## config.mk

```make
export PLATFORM = sky130hd
export DESIGN_NAME = mc_ctrl
export DESIGN_NICKNAME = d
export VERILOG_FILES = /design/src/rtl/mc_ctrl.sv
export SDC_FILE = /design/constraint.sdc
export NUM_CORES = 1
export LEC_CHECK = 0
export ABC_AREA = 0
export CAP_MARGIN = 5
export CORE_AREA = 2 2 46 48
export CTS_CLUSTER_DIAMETER = 30
export DETAILED_ROUTE_END_ITERATION = 7
export DIE_AREA = 0 0 48 50
export PLACE_DENSITY = 0.76
export SYNTH_ARGS = -nofsm -noshare
export SYNTH_HDL_FRONTEND = slang
export SYNTH_SLANG_ARGS = --single-unit
export TNS_END_PERCENT = 100
```

## constraint.sdc

```tcl
create_clock -name i_clk -period 1.7 [get_ports i_clk]
set_input_delay 0.255 -clock i_clk [delete_from_list [all_inputs] [get_ports i_clk]]
set_output_delay 0.255 -clock i_clk [all_outputs]
set_load 0.1 [all_outputs]
```

## src/rtl/mc_ctrl.sv

```systemverilog
// Multi-cycle control FSM: fetch/decode/execute/memory/writeback sequencing.
// Optional MC_CTRL_PERF_EN adds cycle and retired-instruction counters.
module mc_ctrl (
  input  logic       i_clk,
  input  logic       i_rst_n,
  input  logic [5:0] i_opcode,
  input  logic       i_mem_ready,
  output logic       o_mem_req,
  output logic       o_mem_we,
  output logic       o_iord,
  output logic       o_ir_we,
  output logic       o_pc_we,
  output logic       o_reg_we,
  output logic       o_alusrc,
  output logic [1:0] o_aluop,
  output logic       o_extop,
  output logic       o_jump,
  output logic       o_beq,
  output logic       o_bne,
  output logic       o_memtoreg,
  output logic       o_regdst,
  output logic       o_illegal,
  output logic [2:0] o_state
`ifdef MC_CTRL_PERF_EN
  ,
  output logic [31:0] o_cycle_cnt,
  output logic [31:0] o_retire_cnt
`endif
);

  typedef enum logic [2:0] {
    S_FETCH  = 3'd0,
    S_DECODE = 3'd1,
    S_EXEC   = 3'd2,
    S_MEM    = 3'd3,
    S_WB     = 3'd4,
    S_TRAP   = 3'd7
  } state_t;

  localparam logic [5:0] OP_R    = 6'b000000;
  localparam logic [5:0] OP_LW   = 6'b100011;
  localparam logic [5:0] OP_SW   = 6'b101011;
  localparam logic [5:0] OP_BEQ  = 6'b000100;
  localparam logic [5:0] OP_BNE  = 6'b000101;
  localparam logic [5:0] OP_J    = 6'b000010;
  localparam logic [5:0] OP_ADDI = 6'b001000;
  localparam logic [5:0] OP_ORI  = 6'b001101;

  state_t     state;
  logic [5:0] opcode;
  logic       run;
  logic       op_ok;
  logic       is_r, is_lw, is_sw, is_beq, is_bne;
  logic       is_j, is_addi, is_ori, is_br;
  logic       exec_ph;

  assign op_ok = i_opcode inside {OP_R, OP_LW, OP_SW, OP_BEQ,
                                  OP_BNE, OP_J, OP_ADDI, OP_ORI};

  assign is_r    = (opcode == OP_R);
  assign is_lw   = (opcode == OP_LW);
  assign is_sw   = (opcode == OP_SW);
  assign is_beq  = (opcode == OP_BEQ);
  assign is_bne  = (opcode == OP_BNE);
  assign is_j    = (opcode == OP_J);
  assign is_addi = (opcode == OP_ADDI);
  assign is_ori  = (opcode == OP_ORI);
  assign is_br   = is_beq | is_bne | is_j;
  assign exec_ph = (state == S_EXEC) | (state == S_MEM) |
                   (state == S_WB);

  // run holds the FSM idle until the first clock edge after reset
  always_ff @(posedge i_clk or negedge i_rst_n) begin
    if (!i_rst_n) begin
      state  <= S_FETCH;
      opcode <= '0;
      run    <= 1'b0;
    end else begin
      run <= 1'b1;
      if (run) begin
        unique case (state)
          S_FETCH:
            if (i_mem_ready) state <= S_DECODE;
          S_DECODE: begin
            opcode <= i_opcode;
            state  <= op_ok ? S_EXEC : S_TRAP;
          end
          S_EXEC:
            if (is_br)
              state <= S_FETCH;
            else if (is_lw | is_sw)
              state <= S_MEM;
            else
              state <= S_WB;
          S_MEM:
            if (i_mem_ready)
              state <= is_lw ? S_WB : S_FETCH;
          S_WB:
            state <= S_FETCH;
          S_TRAP:
            state <= S_TRAP;
          default:
            state <= S_TRAP;
        endcase
      end
    end
  end

  always_comb begin
    o_mem_req  = 1'b0;
    o_mem_we   = 1'b0;
    o_iord     = 1'b0;
    o_ir_we    = 1'b0;
    o_pc_we    = 1'b0;
    o_reg_we   = 1'b0;
    o_memtoreg = 1'b0;
    o_illegal  = 1'b0;
    o_state    = state;
    unique case (state)
      S_FETCH: begin
        o_mem_req = run;
        o_ir_we   = run & i_mem_ready;
      end
      S_EXEC:
        o_pc_we = is_br;
      S_MEM: begin
        o_mem_req = 1'b1;
        o_iord    = 1'b1;
        o_mem_we  = is_sw;
        o_pc_we   = is_sw & i_mem_ready;
      end
      S_WB: begin
        o_reg_we   = 1'b1;
        o_pc_we    = 1'b1;
        o_memtoreg = is_lw;
      end
      S_TRAP:
        o_illegal = 1'b1;
      default: ;
    endcase
  end

  always_comb begin
    o_aluop  = 2'b00;
    o_alusrc = 1'b0;
    o_extop  = 1'b0;
    o_regdst = 1'b0;
    o_jump   = 1'b0;
    o_beq    = 1'b0;
    o_bne    = 1'b0;
    if (exec_ph) begin
      unique case (1'b1)
        is_r: begin
          o_aluop  = 2'b10;
          o_regdst = 1'b1;
        end
        is_lw | is_sw | is_addi: begin
          o_alusrc = 1'b1;
          o_extop  = 1'b1;
        end
        is_beq | is_bne: begin
          o_aluop = 2'b01;
          o_extop = 1'b1;
          o_beq   = is_beq;
          o_bne   = is_bne;
        end
        is_j:
          o_jump = 1'b1;
        is_ori: begin
          o_aluop  = 2'b11;
          o_alusrc = 1'b1;
        end
        default: ;
      endcase
    end
  end

`ifdef MC_CTRL_PERF_EN
  always_ff @(posedge i_clk or negedge i_rst_n) begin
    if (!i_rst_n) begin
      o_cycle_cnt  <= '0;
      o_retire_cnt <= '0;
    end else if (run) begin
      o_cycle_cnt <= o_cycle_cnt + 32'd1;
      if (o_pc_we)
        o_retire_cnt <= o_retire_cnt + 32'd1;
    end
  end
`endif

endmodule

```

Word level (Yosys, flattened, before mapping) --
Cells that the tools add are included.
Storage, ports and cells: register bits 10, latch bits 0, bits in writable memories 0, memory bits (read-only) 0, bits of input ports 9, output and inout bits 19, logic and storage cells 69, memories kept 0
Operators by class: add/sub/neg operators 0, multiply operators 0, div/mod/pow operators 0, magnitude comparators 0, eq/ne operators 21, shift operators 0, mux-type cells 29, bitwise gates (word level) 8, reductions and logical operators 8
Operators with widths (count):
- == test 6 x 3 -> 1 bit (second input constant) | 4
- == test 6 x 4 -> 1 bit (second input constant) | 4
- == test 6 bit (second input constant) | 4
- 2-to-1 mux 1 bit | 18
- 2-to-1 mux 3 bit | 6
- one-hot mux 3 bit (5 select lines) | 1
- == test 6 x 2 -> 1 bit (second input constant) | 2
- logical NOT 6 bit | 2
- nonzero test 8 bit | 1
- == test 3 x 2 -> 1 bit (second input constant) | 2
- == test 3 bit (second input constant) | 2
- bitwise OR 1 bit | 6
- one-hot mux 2 bit (3 select lines) | 1
- inequality test 2 bit (second input constant) | 2
- OR reduction 2 bit | 2
- == test 3 x 1 -> 1 bit (second input constant) | 1
- logical NOT 3 bit | 1
- one-hot mux 1 bit (3 select lines) | 1
- AND reduction 3 bit | 1
- AND 1 bit | 2
- 2-to-1 mux 2 bit | 1
- one-hot mux 1 bit (2 select lines) | 1
- AND reduction 2 bit | 1

Longest topological paths before layout --
Gate-level depths: netlist of run 1.
depth after elaboration 6, mapped depth 7, gate-level depth less buffers 6

Least setup slack after synthesis of run 1 --
Ideal clock, no wire load.
kind reg-to-output, from register state[1] (netlist: o_state[1]), to output o_pc_we, arrival 4909 ps, path slack -3464 ps, stages on the path, launching flop included 4, path buffers 1, cells stage by stage dfrtp_1 -> buf_2 -> nand2b_1 -> o311ai_0
On the way: word-level cells in the longest chain between the ends 2, elaborated cells on any way between the ends 4, classes of those cells 3 x eq/ne; 1 x mux
RTL lines:
- start: declaration | RTL line 49 | state_t state;
- start signal: assignment | RTL line 86 | state <= op_ok ? S_EXEC : S_TRAP;
- start signal: assignment | RTL line 97 | state <= is_lw ? S_WB : S_FETCH;
- == test 3 bit / == test 3 x 2 -> 1 bit (equally long branches) | RTL line 119 | unique case (state)
- one-hot mux 1 bit (3 select lines) * | RTL line 119
- end: declaration | RTL line 12 | output logic o_pc_we,
Mark *: on every way between the ends. The rest lies on a longest branch, timed or not.

Final worst setup path of run 1 --
from register state[0] (netlist: o_state[0]), to output o_aluop[1]
On the way: word-level cells in the longest chain between the ends 4, elaborated cells on any way between the ends 6, classes of those cells 3 x eq/ne; 1 x mux; 2 x bitwise
RTL lines:
- == test 3 x 2 -> 1 bit | RTL line 69 | assign exec_ph = (state == S_EXEC) | (state == S_MEM) |
- bitwise OR 1 bit | RTL line 69
- bitwise OR 1 bit * | RTL line 69
- 2-to-1 mux 2 bit * | RTL line 151 | if (exec_ph) begin
- end: declaration | RTL line 15 | output logic [1:0] o_aluop,
Marked as above.

==> results_dict.tcl, run 1 <==
set metrics [dict create \
    grt_usage_pct 33.2 \
    grt_setup_unrepaired "yes" \
    power.density_nw_per_um2 289 \
    syn-cell-area_sq_um 797 \
    die_w_um 48 \
    nNetsFinal 159 \
    io_pins 28 \
    io_buffer_count 27 \
    ctsLongestPathBuffers 2 \
    worstReg2RegStart "run" \
    gp_congestion 0.882 \
    r2r_end "o_state[2]" \
    holdCritPathClass "in -> async" \
    status "complete, but fails checks" \
    grt_pass1_vias 1135 \
    tritoncts "yes" \
    start_kind "flop" \
    syn_avg_cell_area_sq_um 8.30 \
    synth_ff_type "dfrtp_1" \
    met2_usage_pct 54.9 \
    antenna_left 0 \
    fp-row-count 16 \
    met3_usage_pct 5.49 \
    n_antenna_cell 0 \
    rrSetupSlack_ns 0.01 \
    grt_max_degree 13 \
    leakage_nw 0.780 \
    crit_arrival_ns 1.96 \
    violations "negative setup slack" \
    fp.coreArea_sq_um 1900 \
    initial_core_util_pct 41.9 \
    ys_warn_count 0 \
    async_reset_ff_share_pct 100 \
    drv_slew 0 \
    clock-sinks 10 \
    syn-instance-count 96 \
    finalHoldViolations 0 \
    routed_wl_um 4210 \
    ir_drop_mv 0.527 \
    clock_latency_ns 0.27 \
    max_freq_mhz 451 \
    clk_pin_slew_ns 0.07 \
    die_h_um 50 \
    yosysTopAreaCellShare_pct 31.4 \
    busiest_layer "met2" \
    dp_slack_ns -0.199 \
    seq_area_frac_synth_pct 31.4 \
    dp_hpwl_um 2180 \
    path_class "reg -> out" \
    synth_seq_cells 10 \
    maxCapViolCount 0 \
    htree_levels 1 \
    fill_cells 43 \
    drive_gt1_share_pct 63.8 \
    cp.required_ns 1.44 \
    cts_hold_buffers 0 \
    firstDrtPassIters 5 \
    end_kind "output pin" \
    routed_via_density 6.43 \
    setup_viol 14 \
    ys_types 40 \
    root_buffer "clkbuf_4" \
    synthesis.nets 105 \
    syn_to_final_growth_pct 124 \
    final_util_pct 93.7 \
    drc 0 \
    skew_ns 0.00447 \
    dr_total_vias 1131 \
    grt_pass1_wl_um 5580 \
    antenna_found_initial 0 \
    met1_usage_pct 38.9 \
    total_power_uw 515 \
    synth_edf_count 0 \
    synthTopCellsByArea "dfrtp_1 31%, mux2_2 8.5%, nand2_1 4.2%" \
    finalCritPeriodShare_pct 131 \
    crit_fanout 3 \
    cts_inserted_buffers 3 \
    fin_crit_ns 2.22 \
    wl_per_cell_um 23.9 \
    dr.first_iter.drc_count 37 \
    dieArea_sq_um 2400 \
    synth_largest_area_cell "dfrtp_1" \
    fin_ws_ns -0.519 \
    overflow 0 \
    r2r_cells 4 \
]
cells by family (layout without fill, tap and decap cells):
| logic type | after synthesis | count (layout) | synth area share (%) |
|---|---|---|---|
| muxes | 6 | 6 | 8.48 |
| and+or+nand+nor | 45 | 45 | 32.3 |
| other | 1 | 1 | 0.471 |
| DFF | 10 | 10 | 31.4 |
| AOI/OAI and AO/OA | 23 | 23 | 19.6 |
| buffers and inverters | 10 | 63 | 6.44 |
| adders and majority gates | 1 | 1 | 1.26 |
worst max-delay path by stage:
stage | startpoint | end | slack [ns] | depth (start not counted)
final | o_state[0] | o_aluop[1] | -0.52 | 7
after global routing | opcode[3] | o_alusrc | -0.54 | 5
after CTS | o_state[1] | o_aluop[1] | -0.47 | 7
after detailed placement | opcode[1] | o_pc_we | -0.20 | 5
after global placement | o_state[1] | o_aluop[1] | -0.13 | 7
after floorplan | o_state[0] | o_bne | -0.88 | 7
synthesized netlist by cell type (2+ instances only):
cell,count
dfrtp_1,10
nand2_1,9
nor2_1,8
mux2_2,6
a21oi_1,5
nor3_1,5
nand3_1,4
o21ai_0,4
inv_1,3
nand2b_1,3
nor3b_1,3
a21oi_2,2
buf_2,2
clkbuf_1,2
nor2_2,2
o21a_1,2
o311ai_0,2
o31ai_1,2
registers in the layout, indices dropped and copies added, names as in the netlist:
name     cells
o_state      3
opcode       6
run          1
layer usage:
| metal | routed length (um) | part of all wire (%) | vias to the layer above |
|---|---|---|---|
| met3 | 317 | 7.5 | 30 |
| met1 | 1580 | 38 | 541 |
| met2 | 2060 | 49 | 97 |
| li1 | - | - | 463 |
| met5 | 0 | 0 | - |
| met4 | 246 | 5.8 | 0 |
stage by stage:
step | instances | setup TNS, ns | hold WS [ns] | area [sq um]
after floorplan | 96 | -7.99 | -0.0406 | 1010
after global placement | 161 | -0.274 | 0.593 | 1580
after detailed placement | 161 | -0.859 | 0.595 | 1580
after CTS | 171 | -3.68 | 0.302 | 1720
after global routing | 176 | -5.41 | 0.334 | 1780
final | 176 | -4.77 | 0.296 | 1780
power breakdown:
group          internal [mW]  total [mW]  switching [mW]
Clock                  0.130       0.225          0.0947
Sequential             0.239       0.243         0.00441
Combinational         0.0220      0.0466          0.0246
Total                  0.391       0.515           0.124
critical path: stages, from the launching register on:
cell and delay (ns):
dfrtp_4 0.51, nor2_4 0.17, nand2_4 0.10, inv_12 0.06
a21oi_4 0.03, or4_4 0.46, a21oi_4 0.16, buf_12 0.19
timing repair:
action | 4_1_cts | 5_1_grt
gates resized for setup | 18 | 9
endpoints found under the setup margin | 15 | 16
pin swaps | 10 | 7
setup buffers | 6 | 10
cloned | 0 | 0
cell type report:
type	count	area (sq um)	area share (%)
flip-flops and latches	10	265	14.9
multi-input cells	76	726	40.7
well taps	27	33.8	1.90
clock buffers	4	36.3	2.04
repair buffers	55	693	38.9
inverters	4	27.5	1.54
placed cells by master, fill, tap and decap left out, drive strengths merged, types with 2 or more instances in the layout:
cell type,Yosys,routed
buf,3,47
nand2,10,10
nor2,10,10
dfrtp,10,10
clkdlybuf4s50,0,8
a21oi,7,7
mux2,6,6
nor3,6,6
nand3,4,4
o21ai,4,4
clkbuf,3,4
inv,4,4
nand2b,3,3
nor3b,3,3
or4,2,2
o21a,2,2
o31ai,2,2
o311ai,2,2
Power figures use the tool's default switching activity.
==> inputs of run 2 (changes only) <==
MAX_ROUTING_LAYER = met4   (was unset)
PLACE_DENSITY = 0.84   (was 0.76)
REMOVE_ABC_BUFFERS = 1   (was unset)
==> results_dict.tcl, run 2 (synthesized netlist as in run 1, its figures left out) <==
set metrics [dict create \
    status "complete, but fails checks" \
    violations "negative setup slack" \
    power_frac_comb_pct 10.3 \
    clk_pin_slew_ns 0.06 \
    gp_congestion 0.938 \
    die_w_um 48 \
    grt_pass1_wl_um 4860 \
    nNetsFinal 159 \
    cp_cell_sequence "nor2_2 -> nand2_2 -> inv_2 -> a21oi_2 -> or4_4 -> a21oi_4 -> buf_12" \
    clkPwrFrac_pct 35.0 \
    dieArea_sq_um 2400 \
    finalHoldViolations 0 \
    fill_cells 81 \
    maxCapViolCount 0 \
    clock_latency_ns 0.26 \
    slowest_delay_ns 0.48 \
    ctsLongestPathBuffers 2 \
    grt_setup_unrepaired "yes" \
    holdWs_ns 0.300 \
    path_delay_family "simple AND/OR/NAND/NOR gates" \
    p_sw_uw 98.5 \
    mostFrequentLayoutCells "25 x buf_4, 19 x buf_12, 8 x nand2_1, 8 x clkdlybuf4s50_1, 7 x dfrtp_1" \
    rrSetupSlack_ns 0.03 \
    total_power_uw 442 \
    clock-sinks 10 \
    swShare_pct 22.3 \
    start_kind "flop" \
    largest_register_ffs 6 \
    fin_crit_ns 2.16 \
    initial_core_util_pct 41.9 \
    firstDrtPassIters 4 \
    crit_arrival_ns 1.90 \
    cp.required_ns 1.44 \
    holdCritPathClass "in -> async" \
    path_buf_inv 2 \
    dp_hpwl_um 1950 \
    root_buffer "clkbuf_4" \
    syn_to_final_growth_pct 102 \
    n_antenna_cell 0 \
    setup_viol 12 \
    routed_wl_um 3470 \
    drv_slew 0 \
    die_h_um 50 \
    crit_fanout 4 \
    skew_ns 0.00117 \
    grt_usage_pct 29.0 \
    end_kind "output pin" \
    power.share.sequential_pct 54.7 \
    power.density_nw_per_um2 275 \
    grt_max_degree 13 \
    dp_slack_ns -0.105 \
    final_common_cell "buf_4" \
    path_class "reg -> out" \
    regMostFlops "opcode" \
    dr.first_iter.drc_count 49 \
    grt_pass1_vias 1050 \
    antenna_left 0 \
    routed_via_density 6.20 \
    tritoncts "yes" \
    fp.coreArea_sq_um 1900 \
    htree_levels 1 \
    cts_inserted_buffers 3 \
    io_buffer_count 27 \
    max_freq_mhz 464 \
    wl_per_cell_um 19.8 \
    fp-row-count 16 \
    crit_slowest_cell "or4_4" \
    antenna_found_initial 0 \
    dr_total_vias 1085 \
    drive_gt1_share_pct 55.4 \
    finalCritPeriodShare_pct 127 \
    fin_ws_ns -0.455 \
    overflow 0 \
    ir_drop_mv 0.366 \
    drc 0 \
    io_pins 28 \
    leakage_nw 0.695 \
    p_int_uw 344 \
]
run 2: changes by cell type in the layout (fill, tap and decap cells not counted), sizes merged:
| cell | before | now |
|---|---|---|
| clkbuf | 4 | 3 |
run 2: path summary, 6_finish.rpt:
kind,startpoint,endpoint,depth (start not counted)
max,o_state[0],o_aluop[1],7
min,i_rst_n,run,1
max reg2reg,opcode[5],o_state[2],8
min reg2reg,opcode[1],opcode[1],1
max in group asynchronous,i_rst_n,opcode[5],1
min in group i_clk,opcode[1],opcode[1],1
run 2: per-layer routing:
layer  up-vias  share of wire, %  GRT usage [%]
li1        455                 -              -
met1       525                35           32.8
met2        84                54           48.4
met3        21               6.9           4.76
met4         0               4.0           11.7
met5         -                 0              -
run 2: timing repair:
item,4_1_cts,5_1_grt
hold buffers,0,0
pin swaps,5,3
buffers inserted,4,4
gates resized for setup,18,10
endpoints found under the setup margin,11,14
run 2: metrics by stage:
| step | setup TNS, ns | cells | instance area, sq um | util, % |
|---|---|---|---|---|
| after floorplan | -31.27 | 90 | 761 | - |
| after detailed placement | -0.403 | 165 | 1410 | 74.3 |
| final | -4.02 | 175 | 1610 | 84.7 |
| after CTS | -2.72 | 172 | 1540 | 80.9 |
| after global routing | -4.56 | 175 | 1610 | 84.7 |
| after global placement | -0.0775 | 165 | 1410 | 74.3 |
run 2: power groups by stage:
stage	Sequential [mW]	Clock, mW	Combinational, mW
floorplan	0.246	0	0.0103
global placement	0.246	0	0.0409
detailed placement	0.246	0	0.0427
CTS	0.242	0.158	0.0435
global route	0.242	0.170	0.0492
finish	0.242	0.155	0.0455
run 2: final cells by class:
class | count | area, sq um | area share, %
repair buffers | 55 | 682 | 42.3
multi-input cells | 76 | 603 | 37.5
flip-flops and latches | 10 | 254 | 15.8
well taps | 27 | 33.8 | 2.10
clock buffers | 3 | 22.5 | 1.40
inverters | 4 | 15.0 | 0.932
